==> src/rtl/instr_mem_ctrl.sv <==
// instr_mem_ctrl: one-entry fetch buffer plus arbiter sharing a single async SRAM between fetch and data accesses
module instr_mem_ctrl #(
    parameter int unsigned WAIT_CYCLES = 1
) (
    input  logic        CLK,
    input  logic        RST,
    input  logic [15:0] pc_i,
    output logic [15:0] instr_o,
    output logic        stall_pc_o,
    input  logic        mem_rd_i,
    input  logic        mem_wr_i,
    input  logic [15:0] mem_addr_i,
    input  logic [15:0] mem_wdata_i,
    output logic [15:0] mem_rdata_o,
    output logic        mem_ack_o,
    output logic [17:0] ram_addr_o,
    output logic [15:0] ram_data_o,
    input  logic [15:0] ram_data_i,
    output logic        ram_data_oe_o,
    output logic        ram_ce_n_o,
    output logic        ram_oe_n_o,
    output logic        ram_we_n_o
);
    typedef enum logic [2:0] {IDLE, FETCH, DRD, DWR, DWR_REC} state_t;
    state_t      state_q, state_d;
    logic [2:0]  cnt_q, cnt_d;
    logic        valid_q, valid_d;
    logic [15:0] instr_q, instr_d;
    logic [15:0] tag_q, tag_d;
    logic [15:0] rdata_q, rdata_d;
    logic        ack_q, ack_d;
    logic [15:0] addr_q, addr_d;
    logic [15:0] data_q, data_d;
    logic        hit, done;
    assign hit           = valid_q && tag_q == pc_i;
    assign done          = cnt_q == 3'(WAIT_CYCLES);
    assign instr_o       = hit ? instr_q : 16'h0800;
    assign stall_pc_o    = !hit;
    assign mem_rdata_o   = rdata_q;
    assign mem_ack_o     = ack_q;
    assign ram_addr_o    = {2'b00, addr_q};
    assign ram_data_o    = data_q;
    assign ram_ce_n_o    = state_q == IDLE;
    assign ram_oe_n_o    = !(state_q == FETCH || state_q == DRD);
    assign ram_we_n_o    = state_q != DWR;
    assign ram_data_oe_o = state_q == DWR || state_q == DWR_REC;
    // next-state: requests are only accepted in IDLE; every started access runs L cycles to completion
    always_comb begin
        state_d = state_q;
        cnt_d   = cnt_q;
        valid_d = valid_q;
        instr_d = instr_q;
        tag_d   = tag_q;
        rdata_d = rdata_q;
        ack_d   = 1'b0;
        addr_d  = addr_q;
        data_d  = data_q;
        case (state_q)
            IDLE: begin
                cnt_d = 3'd0;
                if (mem_wr_i) begin
                    state_d = DWR;
                    addr_d  = mem_addr_i;
                    data_d  = mem_wdata_i;
                    valid_d = valid_q && mem_addr_i != tag_q;
                end else if (mem_rd_i) begin
                    state_d = DRD;
                    addr_d  = mem_addr_i;
                end else if (!hit) begin
                    state_d = FETCH;
                    addr_d  = pc_i;
                end
            end
            FETCH: begin
                cnt_d = done ? 3'd0 : cnt_q + 3'd1;
                if (done) begin
                    state_d = IDLE;
                    instr_d = ram_data_i;
                    tag_d   = addr_q;
                    valid_d = 1'b1;
                end
            end
            DRD: begin
                cnt_d = done ? 3'd0 : cnt_q + 3'd1;
                if (done) begin
                    state_d = IDLE;
                    rdata_d = ram_data_i;
                    ack_d   = 1'b1;
                end
            end
            DWR: begin
                cnt_d   = done ? 3'd0 : cnt_q + 3'd1;
                state_d = done ? DWR_REC : DWR;
                ack_d   = done;
            end
            DWR_REC: state_d = IDLE;
            default: state_d = IDLE;
        endcase
    end
    // state register; reset aborts any access at once so strobes release without waiting for a clock
    always_ff @(posedge CLK or negedge RST) begin
        if (!RST) begin
            state_q <= IDLE;
            cnt_q   <= 3'd0;
            valid_q <= 1'b0;
            instr_q <= 16'h0000;
            tag_q   <= 16'h0000;
            rdata_q <= 16'h0000;
            ack_q   <= 1'b0;
            addr_q  <= 16'h0000;
            data_q  <= 16'h0000;
        end else begin
            state_q <= state_d;
            cnt_q   <= cnt_d;
            valid_q <= valid_d;
            instr_q <= instr_d;
            tag_q   <= tag_d;
            rdata_q <= rdata_d;
            ack_q   <= ack_d;
            addr_q  <= addr_d;
            data_q  <= data_d;
        end
    end
endmodule

==> config.mk <==
export PLATFORM = sky130hd
export DESIGN_NAME = instr_mem_ctrl
export DESIGN_NICKNAME = d
export VERILOG_FILES = /design/src/rtl/instr_mem_ctrl.sv
export SDC_FILE = /design/constraint.sdc
export NUM_CORES = 1
export LEC_CHECK = 0
export ABC_AREA = 1
export CAP_MARGIN = 20
export CELL_PAD_IN_SITES_DETAIL_PLACEMENT = 1
export CELL_PAD_IN_SITES_GLOBAL_PLACEMENT = 1
export CORE_UTILIZATION = 30
export CTS_CLUSTER_DIAMETER = 40
export DETAILED_ROUTE_END_ITERATION = 16
export PLACE_DENSITY_LB_ADDON = 0.1
export SYNTH_ARGS = -nofsm -noshare
export SYNTH_HDL_FRONTEND = slang
export SYNTH_SLANG_ARGS = --single-unit
==> constraint.sdc <==
create_clock -name CLK -period 1.6 [get_ports CLK]
set_input_delay 0.32 -clock CLK [delete_from_list [all_inputs] [get_ports CLK]]
set_output_delay 0.32 -clock CLK [all_outputs]
set_load 0.01 [all_outputs]
# After elaboration in Yosys (flattened, before gate mapping)

Index checks and enable logic that the tools add are counted.

Add/subtract/negate cells: 1
Equal/unequal tests: 13
Muxes and demuxes: 17
Reductions and logical operators: 17

Operators by type and width:

| kind                                                                     | number |
|---|---|
| 16-bit two-way mux                                                       | 4 |
| 3-bit two-way mux                                                        | 6 |
| 16-bit == test                                                           | 1 |
| 16-bit inequality test                                                   | 1 |
| 2-bit AND reduction                                                      | 5 |
| 3-bit one-hot mux with 3 select lines                                    | 1 |
| 3-bit by 1-bit == test with 1-bit output (second input constant)         | 2 |
| 3-bit by 2-bit == test with 1-bit output (second input constant)         | 2 |
| 3-bit one-hot mux with 2 select lines                                    | 1 |
| 2-bit inequality test (second input constant)                            | 2 |
| 4-bit inequality test (second input constant)                            | 1 |
| 1-bit one-hot mux with 2 select lines                                    | 2 |
| 2-bit nonzero test                                                       | 2 |
| 3-bit by 1-bit adder with 3-bit output (second input constant)           | 1 |
| 3-bit == test (second input constant)                                    | 1 |
| 3-bit zero test                                                          | 1 |
| 1-bit two-way mux                                                        | 3 |
| 3-bit by 2-bit inequality test with 1-bit output (second input constant) | 1 |
| 3-bit inequality test (second input constant)                            | 1 |
| 3-bit AND reduction                                                      | 1 |
| 3-bit OR reduction                                                       | 1 |
| 1-bit logical AND                                                        | 2 |
| 1-bit zero test                                                          | 2 |
| 1-bit logical OR                                                         | 2 |
| 2 further kinds                                                          | 2 |

Register bits after elaboration: 88
Input bits: 68
Output and inout port bits: 72
Logic and storage cells: 57

# Logic depth before layout (Yosys ltp)

Gate-level depths: netlist of run 1.

Depth after elaboration: 6
Gate-level depth with buffers: 13
Gate-level depth less buffers: 12

# Least setup slack after synthesis of run 1

OpenSTA, ideal clock, no wires.

Path kind: reg-to-output
Start: register tag_q[5]
End: output port instr_o[10]
Data arrival time: 1.399 ns
Setup slack: -0.119 ns
Cell stages (with the launch flop): 10
Buffers on the path: 1
Path through: dfrtp_1 -> inv_1 -> nand2_1 -> o21ai_0 -> nor2_1 -> nand2_1 -> nor3_1 -> nand3_2 -> buf_6 -> nor2_1

Cells in the longest elaborated chain, start to end: 3

Ends and longest elaborated chain:

| item                   | RTL line | text |
|---|---|---|
| start, declared        | 29       | `logic [15:0] tag_q, tag_d;` |
| start signal, assigned | 117      | `tag_q <= tag_d;` |
| 16-bit == test         | 35       | `assign hit = valid_q && tag_q == pc_i;` |
| 1-bit logical AND      | 35       |  |
| 16-bit two-way mux     | 37       | `assign instr_o = hit ? instr_q : 16'h0800;` |
| end, declared          | 8        | `output logic [15:0] instr_o,` |

Every way passes these cells.

# Worst setup path in the final report of run 1

Start: input port pc_i[9]
End: output port instr_o[13]

Cells in the longest elaborated chain, start to end: 3

Ends and longest elaborated chain:

| item               | RTL line | text |
|---|---|---|
| start, declared    | 7        | `input logic [15:0] pc_i,` |
| 16-bit == test     | 35       |  |
| 1-bit logical AND  | 35       |  |
| 16-bit two-way mux | 37       |  |

Every way passes these cells.

==> results of run 1 <==
==> repair_timing <==
item,4_1_cts,5_1_grt
endpoints found under the hold margin,25,0
hold buffers,1,0
setup endpoints to repair,76,124
pin swaps,10,29
gates resized for setup,178,133
cloned,1,9
buffers inserted,10,14
==> sequential cells by signal (all words and copies together), names as in the netlist <==
| signal | cells |
|---|---|
| ram_data_o | 16 |
| addr_q | 16 |
| mem_ack_o | 1 |
| cnt_q | 3 |
| state_q | 3 |
| valid_q | 1 |
| tag_q | 16 |
| instr_q | 16 |
| mem_rdata_o | 16 |
==> through the flow <==
step	setup TNS [ps]	worst slack, ps	hold WS (ps)	std cells
after floorplan	-143	-15.9	24.4	533
after global placement	-26170	-1040	276	900
after detailed placement	-27600	-1080	279	900
after CTS	-17570	-740	434	927
after global routing	-23710	-817	442	948
final	-15770	-709	400	948
==> final timing paths <==
| path | endpoint | cells past startpoint | slack (ps) |
|---|---|---|---|
| max reg2reg | addr_q[0] | 10 | -230 |
| max in group asynchronous | state_q[0] | 3 | 610 |
| min in group asynchronous | ram_data_o[12] | 2 | 440 |
| min reg2reg | ram_data_o[15] | 2 | 480 |
| max | instr_o[13] | 9 | -710 |
| min | addr_q[1] | 5 | 400 |
==> worst max-delay path: stages <==
cell,delay [ps]
clkdlybuf4s50_1,480
inv_1,70
nand2_1,110
nand4_1,130
nor3_2,240
nand3_2,180
clkbuf_16,240
nor2_4,100
buf_6,110
==> power by group <==
group          switching, uW  internal, uW  leakage (uW)
logic                   3410          3630       0.00276
registers                704          3300       0.00107
clock network            949          1530      0.000164
total                   5060          8460       0.00399
==> cell type report <==
cell class	count	area, sq um
diodes	1	2.50
clock buffers	9	225
clock inverters	6	118
fillers	1591	6390
inverters	61	241
multi-input cells	363	2250
flip-flops and latches	88	2200
well taps	180	225
repair buffers	239	2480
repair inverters	1	6.26
==> Yosys cell counts (all sizes together) <==
cell / number
a21oi: 13
buf: 18
clkbuf: 3
conb: 1
dfrtp: 88
inv: 61
mux2: 19
nand2: 170
nand3: 24
nand3b: 1
nand4: 9
nor2: 53
nor3: 5
o21ai: 44
o21bai: 1
o221ai: 1
o31ai: 1
or2: 1
or4: 1
xnor2: 16
xor2: 2
==> metal layers <==
layer / wire, microns / global-route usage / share of wire
met1: 6870 / 0.245 / 0.41
met2: 8830 / 0.374 / 0.53
met3: 654 / 0.0434 / 0.039
met4: 225 / 0.0858 / 0.014
met5: 0 / 0 / 0
==> cells by family (layout without fill, tap and decap cells) <==
family,count (synthesis),after routing
and+or+nand+nor,264,264
buffers and inverters,82,316
muxes,19,19
AOI/OAI and AO/OA,60,60
other,1,3
xor gates and xnor gates,18,18
DFF,88,88
==> layout by cell type (no fill, tap or decap), drive strengths merged <==
cell           count
clkinv             1
dlygate4sd2       31
bufinv             3
clkdlybuf4s50     61
o21bai             1
nor3               5
inv               63
nand3b             1
mux2              19
o31ai              1
o21ai             44
dfrtp             88
nand2            170
a21oi             13
clkbuf            16
o221ai             1
nor2              53
nand4              9
clkinvlp           1
or4                1
diode              1
dlymetal6s2s      23
xnor2             16
dlygate4sd3        1
or2                1
xor2               2
conb               2
nand3             24
buf              116
==> impl_metrics.env, run 1 <==
export IMPL_nNetsFinal=831
export IMPL_yosysTopAreaCellShare=0.498
export IMPL_cts_buffers=9
export IMPL_gr_usage_all_layers=0.211
export IMPL_totalPowerFinal_uw=13500
export IMPL_power_leakage_uw=0.00399
export IMPL_cts_sinks=88
export IMPL_root_buffer="clkbuf_16"
export IMPL_rows=43
export IMPL_synth_cell_types=33
export IMPL_min_from="pc_i[1]"
export IMPL_cp_max_fo=8
export IMPL_synth_seq_cells=88
export IMPL_drive_gt1_frac=0.334
export IMPL_initial_utilization=0.312
export IMPL_grt_pass1_vias=4689
export IMPL_gp_congestion=0.834
export IMPL_worst_r2r_startpoint="tag_q[6]"
export IMPL_hpwl_mm=10.6
export IMPL_synth_xor_area_share=0.0357
export IMPL_startpoint_type="input port"
export IMPL_wl_per_cell_microns=17.5
export IMPL_synth_top_family_by_area="simple AND/OR/NAND/NOR gates"
export IMPL_p_per_area_nw_per_um2=1740
export IMPL_setup_viol=48
export IMPL_worst_clock_skew_ps=5.67
export IMPL_setup_ws_ps=-709
export IMPL_synth_compound_area_frac=0.0699
export IMPL_placed_area_sq_um=6540
export IMPL_num_vias=4452
export IMPL_slew_violations=0
export IMPL_grt_start_max_net_pins=47
export IMPL_final_antenna_net_count=0
export IMPL_drtIter0Drc=156
export IMPL_die_h_microns=123
export IMPL_violations="negative setup slack"
export IMPL_crit_required_ps=1280
export IMPL_arrival_ps=1990
export IMPL_io_pins=140
export IMPL_yosys_warnings=0
export IMPL_port_buffers=137
export IMPL_yosysTopAreaCell="dfrtp_1"
export IMPL_synthMuxAreaShare=0.0569
export IMPL_avgSynthCellArea_sq_um=8.31
export IMPL_cts_buffer_depth=2
export IMPL_via_per_inst=4.70
export IMPL_drt_total_wl_mm=16.6
export IMPL_status="finished with violations"
export IMPL_grt_ovfl_total=0
export IMPL_netlist_area_sq_um=4420
export IMPL_fmax_ghz=0.433
export IMPL_dr_pass1_iters=4
export IMPL_critPathLaunch="pc_i[9]"
export IMPL_drc=0
export IMPL_area_growth_pct=75.5
export IMPL_hold_viol_final=0
export IMPL_clk_latency_ps=350
export IMPL_clkTransAtPathRegs_ps=60
export IMPL_synthAdderAreaFrac=0
export IMPL_antenna_found_initial=1
export IMPL_ys_seq_area_frac=0.498
export IMPL_rsz0062_at_grt="true"
export IMPL_maxCapViolCount=0
export IMPL_criticalPathCategory="in -> out"
export IMPL_netlist_instances=532
export IMPL_ir_worst_vdd_v=0.000646
export IMPL_period_minus_slack_ps=2310
export IMPL_synth_simple_gate_area_frac=0.256
export IMPL_holdCritPathClass="in -> reg"
export IMPL_die_x_microns=123
export IMPL_netlist_top_cells_area="dfrtp_1 (50%), nand2_1 (14%), inv_1 (4.7%), o21ai_0 (4.5%), nor2_1 (4.0%)"
export IMPL_cts_max_level=3
export IMPL_grt_pass1_wl_mm=24.0
export IMPL_final_util=0.548
export IMPL_fin_crit_sh=1.44
export IMPL_final_area_sq_um=7760
export IMPL_coreArea_sq_um=14100
export IMPL_cts_tree="yes"
export IMPL_dieArea_sq_um=15200
export IMPL_worstSetupEndpointType="output port"
No activity file was read; power rests on OpenSTA's default activity.
==> inputs of run 2 (changes only) <==
- CORE_MARGIN: unset -> 5
==> run 2 against run 1 <==
  * The flow still finishes with violations (negative setup slack)
  * Core utilization down 1.8 points
  * Die area grew 13%
  * Final area shrank 1.1%
  * Worst setup slack improved by 39 ps
  * Non-clock buffer count is 7 lower
  * Global-route usage down 3.1 points
  * Highest routed layer unchanged
==> impl_metrics.env, run 2 (synthesis gave the netlist of run 1 again) <==
export IMPL_status="finished with violations"
export IMPL_violations="negative setup slack"
export IMPL_power_leakage_uw=0.00380
export IMPL_final_util=0.530
export IMPL_cts_buffers=9
export IMPL_cp_max_fo=8
export IMPL_crit_required_ps=1280
export IMPL_io_pins=140
export IMPL_totalPowerFinal_uw=13100
export IMPL_fin_crit_sh=1.42
export IMPL_diodes=0
export IMPL_setup_viol=54
export IMPL_hold_ws_ps=402
export IMPL_p_comb_frac=0.533
export IMPL_drtIter0Drc=191
export IMPL_ir_worst_vdd_v=0.000938
export IMPL_grt_ovfl_total=0
export IMPL_num_vias=4392
export IMPL_rows=44
export IMPL_die_x_microns=131
export IMPL_maxCapViolCount=0
export IMPL_grt_pass1_vias=4894
export IMPL_coreArea_sq_um=14500
export IMPL_worst_clock_skew_ps=6.26
export IMPL_clkTransAtPathRegs_ps=70
export IMPL_slew_violations=0
export IMPL_final_area_sq_um=7670
export IMPL_gr_usage_all_layers=0.179
export IMPL_pwr_share_seq=0.302
export IMPL_area_growth_pct=73.5
export IMPL_arrival_ps=1950
export IMPL_setup_ws_ps=-670
export IMPL_final_antenna_net_count=0
export IMPL_initial_utilization=0.305
export IMPL_port_buffers=137
export IMPL_fmax_ghz=0.441
export IMPL_r2r_cells=12
export IMPL_criticalPathCategory="reg -> out"
export IMPL_final_cell_mix="nand2_1 (131), dfrtp_1 (82), clkdlybuf4s50_1 (76)"
export IMPL_dr_pass1_iters=4
export IMPL_holdCritPathClass="in -> reg"
export IMPL_drive_gt1_frac=0.351
export IMPL_dieArea_sq_um=17300
export IMPL_rsz0062_at_grt="true"
export IMPL_cts_sinks=88
export IMPL_final_setup_tns_ps=-15680
export IMPL_clk_latency_ps=350
export IMPL_drt_total_wl_mm=15.7
export IMPL_worstSetupEndpointType="output port"
export IMPL_hold_viol_final=0
export IMPL_cts_tree="yes"
export IMPL_drc=0
export IMPL_pwr_share_clk=0.165
export IMPL_placed_area_sq_um=6510
export IMPL_antenna_found_initial=0
export IMPL_grt_start_max_net_pins=35
export IMPL_p_per_area_nw_per_um2=1700
export IMPL_die_h_microns=131
export IMPL_wl_per_cell_microns=16.6
export IMPL_intPower_uw=8120
export IMPL_gp_congestion=0.831
export IMPL_final_common_cell="nand2_1"
export IMPL_grt_pass1_wl_mm=25.4
export IMPL_cts_max_level=3
export IMPL_nNetsFinal=823
export IMPL_worst_hold_path_num_cells=5
export IMPL_cts_buffer_depth=2
export IMPL_hpwl_mm=11.1
export IMPL_netSwitchingFraction=0.379
export IMPL_via_per_inst=4.65
export IMPL_switchingPower_uw=4960
export IMPL_period_minus_slack_ps=2270
export IMPL_root_buffer="clkbuf_16"
export IMPL_startpoint_type="register"
run 2: cell count changes in the layout (fill, tap and decap cells not counted), sizes merged:
cell,change
dlymetal6s2s,-6
bufinv,-2
clkbuf,-5
clkdlybuf4s50,+15
diode,-1
buf,-1
clkinvlp,+1
dlygate4sd2,-9
run 2: path summary, 6_finish.rpt:
kind	from	endpoint	slack (ps)
max	tag_q[13]	instr_o[12]	-670
min	pc_i[3]	addr_q[3]	400
max reg2reg	tag_q[14]	addr_q[12]	-190
min reg2reg	ram_data_o[6]	ram_data_o[6]	490
max in group asynchronous	RST	tag_q[6]	650
min in group asynchronous	RST	ram_data_o[14]	410
run 2: critical path: stages (launching register included):
cell,delay [ps]
dfrtp_1,400
inv_2,100
o21ai_2,80
nor2_1,110
nand4_1,100
nor3_2,230
nand3_4,170
buf_12,200
nor2_4,90
buf_6,110
run 2: area by class of cell:
class | instances | area, sq um
flip-flops and latches | 88 | 2210
multi-input cells | 363 | 2330
repair buffers | 232 | 2360
fillers | 1653 | 6810
clock buffers | 10 | 229
inverters | 61 | 244
well taps | 184 | 230
clock inverters | 6 | 67.6
run 2: timing repair:
action                                  CTS  global route
resized for setup                       181           118
endpoints found under the setup margin   71           104
buffers inserted                         13            14
endpoints found under the hold margin    20             0
cloned                                    3             1
hold buffers                              1             0
pin swaps                                29            23
run 2: metal layers:
metal,global-route usage,part of all wire,vias up,routed length (microns)
li1,-,-,2112,-
met1,0.219,0.43,2168,6710
met2,0.316,0.52,94,8130
met3,0.0386,0.039,18,618
met4,0.0554,0.015,0,229
met5,0,0,-,0
run 2: power groups by stage:
stage / clock [uW] / sequential, uW / combinational, uW
floorplan: 0 / 4170 / 2570
global placement: 0 / 3950 / 5670
detailed placement: 0 / 4010 / 5830
CTS: 2230 / 3950 / 6370
global route: 2300 / 4100 / 7620
finish: 2150 / 3950 / 6970
run 2: metrics by stage:
stage                     setup WS [ps]  cells
after global routing               -790    944
final                              -670    944
after global placement            -1030    897
after floorplan                   -15.9    533
after detailed placement          -1110    897
after CTS                          -718    929
==> inputs of run 3 (changes only) <==
- CORE_UTILIZATION: 30 -> 31
- DONT_BUFFER_PORTS: unset -> 1
==> run 3 against run 2 <==
  * The run ends with negative hold slack, negative setup slack left
  * Core utilization down 10 points
  * First-iteration DRC count down 41%
  * Cell count down 15%
  * Fmax up 5.8%
  * Sequential cell count unchanged
  * Sequential power up 11%
  * Clock power up 2%
  * Critical path type unchanged
  * Largest cell class is now sequential cells
  * Largest power group unchanged
  * Highest routed layer unchanged
==> impl_metrics.env, run 3 (synthesis gave the netlist of run 1 again) <==
export IMPL_worst_clock_skew_ps=5.81
export IMPL_crit_required_ps=1280
export IMPL_n_fill_cell=1645
export IMPL_holdCritPathClass="in -> async"
export IMPL_status="finished with violations"
export IMPL_arrival_ps=1830
export IMPL_hold_viol_final=88
export IMPL_dr_pass1_iters=4
export IMPL_gr_usage_all_layers=0.169
export IMPL_rows=43
export IMPL_die_h_microns=129
export IMPL_r2r_cells=14
export IMPL_p_per_area_nw_per_um2=1890
export IMPL_hold_ws_ps=-331
export IMPL_stdcell_count=805
export IMPL_power_leakage_uw=0.00289
export IMPL_ir_worst_vdd_v=0.000961
export IMPL_cts_max_level=3
export IMPL_root_buffer="clkbuf_16"
export IMPL_grt_start_max_net_pins=89
export IMPL_rr_endpoint="addr_q[8]"
export IMPL_die_x_microns=129
export IMPL_critPathMaxStageDelay_ps=390
export IMPL_dieArea_sq_um=16700
export IMPL_worstSetupEndpointType="output port"
export IMPL_final_area_sq_um=5980
export IMPL_crit_slowest_cell="dfrtp_1"
export IMPL_final_util=0.429
export IMPL_clkTransAtPathRegs_ps=60
export IMPL_hpwl_mm=9.92
export IMPL_cp_num_buf_inv=3
export IMPL_clk_latency_ps=340
export IMPL_setup_ws_ps=-546
export IMPL_reg2reg_slack_ps=-340
export IMPL_antenna_found_initial=0
export IMPL_final_cell_mix="nand2_1 (153), dfrtp_1 (85), buf_4 (76)"
export IMPL_cts_buffer_depth=2
export IMPL_period_minus_slack_ps=2150
export IMPL_ff_latch_area_sq_um=2210
export IMPL_nNetsFinal=688
export IMPL_coreArea_sq_um=13900
export IMPL_placed_cells=759
export IMPL_cts_sinks=88
export IMPL_drtIter0Drc=112
export IMPL_drc=0
export IMPL_grt_ovfl_total=0
export IMPL_rsz0062_at_grt="true"
export IMPL_fmax_ghz=0.466
export IMPL_via_per_inst=4.68
export IMPL_io_pins=140
export IMPL_final_antenna_net_count=0
export IMPL_setup_viol=36
export IMPL_cts_tree="yes"
export IMPL_final_common_cell="nand2_1"
export IMPL_slew_violations=0
export IMPL_cts_buffers=9
export IMPL_gp_congestion=0.767
export IMPL_num_vias=3764
export IMPL_grt_pass1_vias=4032
export IMPL_drive_gt1_frac=0.326
export IMPL_drt_total_wl_mm=14.3
export IMPL_area_growth_pct=35.2
export IMPL_cpMostUsedCell="buf_4"
export IMPL_initial_utilization=0.317
export IMPL_maxCapViolCount=0
export IMPL_multiInputGateArea_sq_um=2090
export IMPL_crit_family="simple AND/OR/NAND/NOR gates"
export IMPL_violations="negative hold slack, negative setup slack"
export IMPL_wl_per_cell_microns=17.7
export IMPL_path_cells="buf_4 > nand2_1 > nand3_1 > nor3_2 > nand3_2 > buf_12 > buf_4 > nor2_4"
export IMPL_criticalPathCategory="reg -> out"
export IMPL_diodes=0
export IMPL_grt_pass1_wl_mm=21.9
export IMPL_port_buffers=0
export IMPL_fin_crit_sh=1.34
export IMPL_cp_max_fo=16
export IMPL_worst_r2r_startpoint="tag_q[5]"
export IMPL_placed_area_sq_um=5140
export IMPL_startpoint_type="register"
## run 3: metal layers
layer / part of all wire / vias to the layer above / global-route usage
li1: - / 1840 / -
met1: 0.42 / 1792 / 0.208
met2: 0.49 / 113 / 0.283
met3: 0.071 / 19 / 0.0462
met4: 0.023 / 0 / 0.0666
met5: 0 / - / 0
## run 3: worst register-to-register path: cells and delay by family (launching register included)
family / cells / cell delay (ps)
buf+inv: 6 / 660
simple gates: 8 / 780
flops: 1 / 410
## run 3: area by class of cell
cell class / count / area share
Clock buffer: 10 / 0.0400
Clock inverter: 6 / 0.0111
Inverter: 61 / 0.0387
Multi-Input combinational cell: 364 / 0.349
Sequential cell: 88 / 0.369
Tap cell: 180 / 0.0377
Timing Repair Buffer: 96 / 0.154
## run 3: what timing repair did
item / 4_1_cts / 5_1_grt
endpoints found under the setup margin: 36 / 66
pin swaps: 9 / 9
buffers inserted: 16 / 15
cloned: 2 / 2
gates resized for setup: 39 / 34
endpoints found under the hold margin: 88 / 88
## run 3: how the worst max path moves through the flow
| stage | from | end | slack (ps) | cells after the start |
|---|---|---|---|---|
| after floorplan | tag_q[15] | instr_o[10] | -20 | 8 |
| after global placement | tag_q[4] | instr_o[4] | -150 | 10 |
| after detailed placement | tag_q[1] | instr_o[15] | -210 | 10 |
| after CTS | tag_q[5] | instr_o[0] | -560 | 9 |
| after global routing | tag_q[5] | instr_o[10] | -680 | 9 |
| final | tag_q[1] | instr_o[9] | -550 | 8 |
## run 3: report_power, final
group          leakage [uW]  total [uW]  internal [uW]  switching (uW)
Clock              0.000141        2190           1260             938
Combinational       0.00168        4720           2330            2390
Sequential          0.00107        4400           3300            1100
## run 3: per-stage QoR
stage          TNS (ps)  total power, uW  worst slack, ps  hold slack (ps)
2_1_floorplan      -143             6740            -15.9             24.4
3_3_place_gp      -2410             8120             -152             27.0
3_5_place_dp      -3820             8310             -211             26.9
4_1_cts          -12230            11000             -560             -352
5_1_grt          -17830            12200             -676             -352
6_report         -13410            11300             -546             -331
